`src/rtl/i_sram_port.sv`:
```
// i_sram_port: instruction fetch port bridging the fetch stage to an
// sram-like bus (AXI bridge side). One transaction outstanding at a time.
//
// Optional feature: define I_PORT_MISALIGN_EN to enable misaligned-fetch
// checking (adel_o); otherwise adel_o is tied 0 and pcF is issued as-is.
//
// Ports:
//   clk, rst          clock, asynchronous active-high reset
//   pcF, inst_enF     fetch address / fetch request from the fetch stage
//   pipe_stall        pipeline frozen elsewhere; fetched word must be held
//   flush             redirect; the in-flight fetch is void
//   instrF            instruction word for the current pcF (0 if none)
//   i_stall           fetch not yet satisfied
//   adel_o            misaligned fetch flag
//   inst_req..wdata   sram-like request to the bridge
//   inst_rdata, inst_addr_ok, inst_data_ok   sram-like response
module i_sram_port #(
  parameter logic [1:0] SIZE = 2'b10
) (
  input  logic        clk,
  input  logic        rst,
  input  logic [31:0] pcF,
  input  logic        inst_enF,
  input  logic        pipe_stall,
  input  logic        flush,
  output logic [31:0] instrF,
  output logic        i_stall,
  output logic        adel_o,
  output logic        inst_req,
  output logic        inst_wr,
  output logic [1:0]  inst_size,
  output logic [31:0] inst_addr,
  output logic [31:0] inst_wdata,
  input  logic [31:0] inst_rdata,
  input  logic        inst_addr_ok,
  input  logic        inst_data_ok
);

  typedef enum logic [1:0] {IDLE, ADDR, DATA, HOLD} state_t;

  state_t      state;
  logic        discard;
  logic [31:0] addr_r;
  logic [31:0] buf_r;

  logic misalign;
  logic issue;
  logic data_hit;

`ifdef I_PORT_MISALIGN_EN
  assign misalign = inst_enF & (pcF[1:0] != 2'b00);
`else
  assign misalign = 1'b0;
`endif

  // A new request leaves only from IDLE.
  assign issue    = (state == IDLE) & inst_enF & ~flush & ~misalign;
  // Bridge returns a word that still belongs to the current fetch.
  assign data_hit = (state == DATA) & inst_data_ok & ~discard;

  always_ff @(posedge clk or posedge rst) begin
    if (rst) begin
      state   <= IDLE;
      discard <= 1'b0;
      addr_r  <= '0;
      buf_r   <= '0;
    end else begin
      case (state)
        IDLE: begin
          if (issue) begin
            addr_r  <= pcF;
            discard <= 1'b0;
            state   <= inst_addr_ok ? DATA : ADDR;
          end
        end
        ADDR: begin
          // Request cannot be withdrawn; a flush only marks the reply void.
          if (flush) discard <= 1'b1;
          if (inst_addr_ok) state <= DATA;
        end
        DATA: begin
          if (inst_data_ok) begin
            discard <= 1'b0;
            if (!discard && !flush && pipe_stall) begin
              buf_r <= inst_rdata;
              state <= HOLD;
            end else begin
              state <= IDLE;
            end
          end else if (flush) begin
            discard <= 1'b1;
          end
        end
        HOLD: begin
          if (flush) begin
            buf_r <= '0;
            state <= IDLE;
          end else if (!pipe_stall) begin
            state <= IDLE;
          end
        end
        default: state <= IDLE;
      endcase
    end
  end

  // Combinational outputs: the request and the data_ok word must reach the
  // bus/pipeline in the same cycle, so nothing here is registered.
  always_comb begin
    inst_req   = 1'b0;
    inst_addr  = '0;
    inst_wr    = 1'b0;
    inst_wdata = '0;
    inst_size  = SIZE;
    instrF     = '0;
    i_stall    = 1'b0;
    adel_o     = 1'b0;
    if (!rst) begin
      case (state)
        IDLE: begin
          inst_req  = issue;
          inst_addr = issue ? pcF : '0;
          adel_o    = misalign;
          i_stall   = inst_enF & ~misalign;
        end
        ADDR: begin
          inst_req  = 1'b1;
          inst_addr = addr_r;
          i_stall   = inst_enF;
        end
        DATA: begin
          i_stall = inst_enF & ~data_hit;
          if (data_hit && !flush) instrF = inst_rdata;
        end
        HOLD: begin
          i_stall = 1'b0;
          instrF  = flush ? '0 : buf_r;
        end
        default: ;
      endcase
    end
  end

endmodule
```
`config.mk`:
```
export PLATFORM = sky130hd
export DESIGN_NAME = i_sram_port
export DESIGN_NICKNAME = d
export VERILOG_FILES = /design/src/rtl/i_sram_port.sv
export SDC_FILE = /design/constraint.sdc
export NUM_CORES = 1
export LEC_CHECK = 0
export ABC_CLOCK_PERIOD_IN_PS = 4800
export CORE_MARGIN = 3
export CORE_UTILIZATION = 45
export DETAILED_ROUTE_END_ITERATION = 16
export GPL_ROUTABILITY_DRIVEN = 0
export PLACE_DENSITY = 0.86
export SETUP_SLACK_MARGIN = 0.5
export SYNTH_ARGS = -nofsm -noshare
export SYNTH_HDL_FRONTEND = slang
export SYNTH_SLANG_ARGS = --single-unit
```
`constraint.sdc`:
```
create_clock -name clk -period 4.8 [get_ports clk]
set_input_delay 0.48 -clock clk [delete_from_list [all_inputs] [get_ports clk]]
set_output_delay 0.48 -clock clk [all_outputs]
set_load 0.01 [all_outputs]
```
==> impl_metrics.yaml, run 1 <==
critical_path:
  arrival_ns: 2.67
  path_class: "in2out"
  path_max_fanout: 33
  critPathCaptureType: "output port"
  timing.rr.start: "state[0]$_DFFE_PP0P_"
  rr_endpoint: "buf_r[2]$_DFFE_PP0P_"
  worst_ep_required_time_ns: 4.32
  worstSetupStartpointType: "input port"
  reg2regPathDepth: 8
  r2r_slack_ns: 2.11
detailed_routing:
  wl_mm: 9.67
  firstDrtPassIters: 4
  wire_per_inst_um: 14.7
  first_iter_violations: 123
  vias: 3342
  drcViolationCount: 0
  viasPerCell: 5.08
  ant_nets: 0
clock_tree:
  cts_max_path_buffers: 2
  cts_tree: "yes"
  clockRootBuffer: "clkbuf_8"
  insertion_delay_ns: 0.33
  cts.sinks: 67
  cts_resized: 0
  cts_max_level: 3
  clkTransAtPathRegs_ns: 0.07
  numCtsBuffers: 9
  postCtsHoldBufs: 0
  post-cts-setup-buffer-count: 0
final_layout:
  final_cell_area_um2: 5120
  n_antenna_cell: 0
  nFillCells: 617
  finalNetCount: 629
  syn_to_final_growth_pct: 39.6
  drive_gt1_frac: 0.0558
timing:
  setup_viol: 0
  relSlewSlack: 0.424
  drv_slew: 0
  fmax_mhz: 318
  finalCritPeriodShare: 0.655
  rsz0062_at_grt: "no"
  whs_ns: 0.479
  layout_min_cycle_time_ns: 3.15
  worst_slew_pin_slew_ns: 0.865
  hold_viol: 0
  skew_ns: 0.00666
  setup_tns_ns: 0
  layout_setup_ws_ns: 1.65
floorplanning:
  ios: 173
  die_h_um: 96.3
  fp.coreArea_um2: 7810
  start_util: 0.470
  dieArea_um2: 9270
  die_w_um: 96.3
  rows: 32
power:
  power_density_nw_per_um2: 445
  power_frac_clock: 0.194
  vdd_ir_drop_max_mv: 0.243
  power_switching_uw: 793
  switching_share: 0.348
  p_int_mw: 1.49
  power_leakage_nw: 2.28
  power_frac_comb: 0.369
  seqPwrFrac: 0.437
min_path:
  hold_path.class: "reg2reg"
  min_to: "addr_r[25]$_DFFE_PP0P_"
  worst_hold_startpoint: "addr_r[25]$_DFFE_PP0P_"
  min_path_cells: 2
yosys:
  synth_flop_cell: "dfrtp_1"
  synth.distinct_cells: 27
  ys_seq_area_frac: 0.457
  synth_edf_count: 0
  synth_seq_cells: 67
  synthCells: 433
  async_flop_share: 1.00
  yosys_warnings: 0
  syn_avg_cell_area_um2: 8.48
  syn_area_um2: 3670
global_routing:
  grt_pass1_vias: 3102
  antenna_found_initial: 0
  grt_overflow: 0
  grt_max_degree: 68
  grt_pass1_wl_mm: 14.9
  grt_util_all_layers: 0.206
place:
  port_buffers: 136
  dp_hpwl_mm: 6.65
  placed_area_um2: 4940
  place_worst_setup_slack_ns: 1.67
job:
  maxCapViolCount: 0
run_status:
  status: "finished clean"
Yosys cell counts, types with 2 or more instances:
master / n / area share
conb_1: 2 / 0.0020
a22oi_1: 32 / 0.065
buf_4: 36 / 0.074
dfrtp_1: 67 / 0.46
a22o_1: 32 / 0.076
a21oi_1: 36 / 0.049
mux2_2: 2 / 0.0061
buf_6: 4 / 0.012
nor2_1: 37 / 0.038
nor2b_1: 2 / 0.0034
buf_2: 4 / 0.0055
ha_1: 5 / 0.017
inv_1: 7 / 0.0072
clkbuf_1: 25 / 0.026
nand2_1: 130 / 0.13
critical path: stages:
cell,delay (ns)
clkdlybuf4s50_1,0.59
nand2b_1,0.30
nor2_2,0.10
buf_4,0.33
nand2_1,0.13
a21oi_1,0.16
clkdlybuf4s50_1,0.58
layout by cell type, fill, tap and decap left out, drive strengths merged, types with 5 or more instances in the layout:
cell           Yosys  routed
ha                 5       5
inv                7       7
a21oi             36      36
clkbuf            25      11
clkdlybuf4s50      0     136
nand2            130     130
a22oi             32      32
a22o              32      32
buf               44       8
nor2              37      37
dfrtp             67      67
conb               2      36
layout make-up:
| type | instances | area [um^2] | share of cell area |
|---|---|---|---|
| Tap cell | 102 | 128 | 0.0249 |
| Sequential cell | 67 | 1680 | 0.327 |
| Multi-Input combinational cell | 324 | 1690 | 0.330 |
| Clock inverter | 3 | 40.0 | 0.00782 |
| Clock buffer | 11 | 141 | 0.0276 |
| Inverter | 7 | 26.3 | 0.00513 |
| Timing Repair Buffer | 144 | 1420 | 0.277 |
per-layer routing:
| layer | vias up | GRT usage | share of wire |
|---|---|---|---|
| met3 | 8 | 0.0751 | 0.11 |
| met2 | 146 | 0.321 | 0.47 |
| met1 | 1568 | 0.262 | 0.41 |
| met5 | - | 0 | 0 |
| li1 | 1620 | - | - |
| met4 | 0 | 0.0771 | 0.011 |
flip-flops by register name (all words and copies together), names as in the netlist:
register,cells
state,2
buf_r,32
addr_r,32
discard,1
per-stage QoR:
stage	util	cells	total power [mW]
after CTS	0.656	658	2.30
after detailed placement	0.633	644	1.84
after global routing	0.656	658	2.45
final	0.656	658	2.28
after global placement	0.633	644	1.80
after floorplan	-	467	1.55
kinds of logic after synthesis:
group / Yosys count / synth area share
simple gates: 175 / 0.188
compound gates: 106 / 0.206
buf+inv: 76 / 0.124
flops: 67 / 0.457
fa+ha+maj: 5 / 0.0170
mux: 2 / 0.00614
other cells: 2 / 0.00205
worst max path at each step:
stage                          endpoint  slack (ns)            startpoint  cells past startpoint
after floorplan           inst_addr[10]        1.40                   rst                      5
after global placement    inst_addr[18]        1.77                 flush                      7
after detailed placement  inst_addr[18]        1.67                 flush                      7
after CTS                 inst_addr[18]        1.65                 flush                      7
after global routing      inst_addr[18]        1.51  state[1]$_DFFE_PP0P_                      8
final                     inst_addr[21]        1.65                 flush                      7
power groups by stage:
stage / Clock, mW / Sequential, mW / Combinational, mW
finish: 0.443 / 0.996 / 0.840
global route: 0.475 / 1.03 / 0.945
CTS: 0.455 / 0.995 / 0.848
detailed placement: 0 / 1.00 / 0.841
global placement: 0 / 0.983 / 0.816
floorplan: 0 / 0.960 / 0.591
No activity file was read; power rests on OpenSTA's default activity.
==> run 2, diff against run 1 <==
--- a/config.mk
+++ b/config.mk
@@ -5,12 +5,12 @@
 export SDC_FILE = /design/constraint.sdc
 export NUM_CORES = 1
 export LEC_CHECK = 0
-export ABC_CLOCK_PERIOD_IN_PS = 4800
+export ABC_CLOCK_PERIOD_IN_PS = 2700
 export CORE_MARGIN = 3
-export CORE_UTILIZATION = 45
+export CORE_UTILIZATION = 38
 export DETAILED_ROUTE_END_ITERATION = 16
 export GPL_ROUTABILITY_DRIVEN = 0
-export PLACE_DENSITY = 0.86
+export PLACE_DENSITY = 0.77
 export SETUP_SLACK_MARGIN = 0.5
 export SYNTH_ARGS = -nofsm -noshare
 export SYNTH_HDL_FRONTEND = slang
==> constraint.sdc (replaced) <==
create_clock -name clk -period 2.7 [get_ports clk]
set_input_delay 0.27 -clock clk [delete_from_list [all_inputs] [get_ports clk]]
set_output_delay 0.27 -clock clk [all_outputs]
set_load 0.01 [all_outputs]
==> run 2 against run 1 <==
Final cell count rose by 12%. Via count rose by 12%. Worst setup slack got worse by 1.3 ns. Sequential power rose by 80%. Register-to-register slack got worse by 1.5 ns. Clock power rose by 67%. Sequential cell count did not move. Largest power group is now combinational cells.
==> impl_metrics.yaml, run 2 (synthesis gave the netlist of run 1 again) <==
run_status:
  status: "finished clean"
critical_path:
  timing.rr.start: "state[0]$_DFFE_PP0P_"
  critPathCaptureType: "output port"
  path_class: "in2out"
  reg2regPathDepth: 10
  rr_endpoint: "buf_r[20]$_DFFE_PP0P_"
  worst_path_largest_cell_delay_ns: 0.56
  crit_chain: "clkdlybuf4s50_1, nor4bb_4, buf_4, buf_4, buf_6, a22oi_1, nor2_1, dlygate4sd2_1"
  cp_common_cell: "buf_4"
  cpMaxStageDelayCell: "clkdlybuf4s50_1"
  path_max_fanout: 8
  worstSetupStartpointType: "input port"
  worst_ep_required_time_ns: 2.43
  r2r_slack_ns: 0.56
  arrival_ns: 2.03
final_layout:
  drive_gt1_frac: 0.381
  n_antenna_cell: 0
  final_cell_area_um2: 6030
  syn_to_final_growth_pct: 64.2
  fin_util: 0.646
  finalNetCount: 678
  mostFrequentLayoutCells: "nand2_1 (103), clkdlybuf4s50_1 (69), dfrtp_1 (67)"
  top_regs: "addr_r (32), buf_r (32), state (2)"
  final_common_cell: "nand2_1"
global_routing:
  grt_max_degree: 68
  antenna_found_initial: 0
  grt_pass1_vias: 3497
  grt_pass1_wl_mm: 18.4
  grt_overflow: 0
  grt_util_all_layers: 0.210
clock_tree:
  cts_max_level: 3
  insertion_delay_ns: 0.33
  clockRootBuffer: "clkbuf_8"
  cts_max_path_buffers: 2
  clkTransAtPathRegs_ns: 0.06
  numCtsBuffers: 9
  cts_tree: "yes"
  postCtsHoldBufs: 0
  cts.sinks: 67
detailed_routing:
  wire_per_inst_um: 16.7
  ant_nets: 0
  drcViolationCount: 0
  firstDrtPassIters: 4
  vias: 3738
  first_iter_violations: 172
  wl_mm: 12.3
  viasPerCell: 5.08
timing:
  hold_viol: 0
  rsz0062_at_grt: "yes"
  relSlewSlack: 0.439
  drv_slew: 0
  setup_tns_ns: 0
  finalCritPeriodShare: 0.852
  fmax_mhz: 434
  worst_slew_pin_slew_ns: 0.841
  setup_viol: 0
  layout_min_cycle_time_ns: 2.30
  skew_ns: 0.0112
floorplanning:
  die_h_um: 104
  fp.coreArea_um2: 9330
  dieArea_um2: 10900
  die_w_um: 104
  rows: 35
  start_util: 0.393
  ios: 173
min_path:
  min_path_cells: 2
  hold_path.class: "reg2reg"
  worst_hold_startpoint: "addr_r[4]$_DFFE_PP0P_"
  min_to: "addr_r[4]$_DFFE_PP0P_"
place:
  dp_hpwl_mm: 6.54
  placed_area_um2: 5040
  port_buffers: 136
power:
  vdd_ir_drop_max_mv: 0.409
  power_density_nw_per_um2: 792
  power_leakage_nw: 2.95
job:
  maxCapViolCount: 0
[run 2: area by class of cell]
cell class                 instances  area, um^2
fill                             740        3300
multi-input combinational        326        2220
timing repair buffer             191        1760
sequential                        67        1680
clock buffer                      14         163
tap                              129         161
inverter                           7        38.8
clock inverter                     2        10.0
[run 2: metal layers]
layer,GRT usage,share of wire
met1,0.277,0.42
met2,0.345,0.51
met3,0.0435,0.059
met4,0.0655,0.016
met5,0,0
[run 2: how the worst max path moves through the flow]
stage | from | end | slack [ns] | cells after the start
finish | inst_data_ok | instrF[23] | 0.40 | 8
global route | state[0]$_DFFE_PP0P_ | inst_addr[3] | 0.29 | 11
CTS | state[1]$_DFFE_PP0P_ | inst_addr[30] | 0.31 | 10
detailed placement | flush | inst_addr[30] | 0.13 | 7
global placement | flush | inst_addr[22] | 0.17 | 7
floorplan | rst | inst_addr[10] | 0.49 | 5
[run 2: metrics by stage]
step	worst slack (ns)	total power, mW	instances	hold slack, ns
after CTS	0.309	4.43	722	0.468
after global routing	0.286	5.08	736	0.497
after global placement	0.165	3.25	673	0.457
final	0.398	4.77	736	0.476
after floorplan	0.488	2.81	467	0.394
after detailed placement	0.128	3.30	673	0.462
[run 2: power breakdown]
part | internal, mW | switching (mW)
Combinational | 1.09 | 1.16
Sequential | 1.49 | 0.297
Clock | 0.382 | 0.359
[run 2: critical path: cells and delay by family]
kind	cells	cell delay (ns)
AO/OA/AOI/OAI	1	0.09
AND/OR/NAND/NOR	2	0.40
buffers and inverters	5	1.27
[run 2: repair_timing]
item | 4_1_cts | 5_1_grt
cloned | 9 | 1
pin swaps | 10 | 61
setup buffers | 24 | 13
hold endpoints to repair | 0 | 0
setup endpoints to repair | 98 | 98
gates resized for setup | 261 | 136
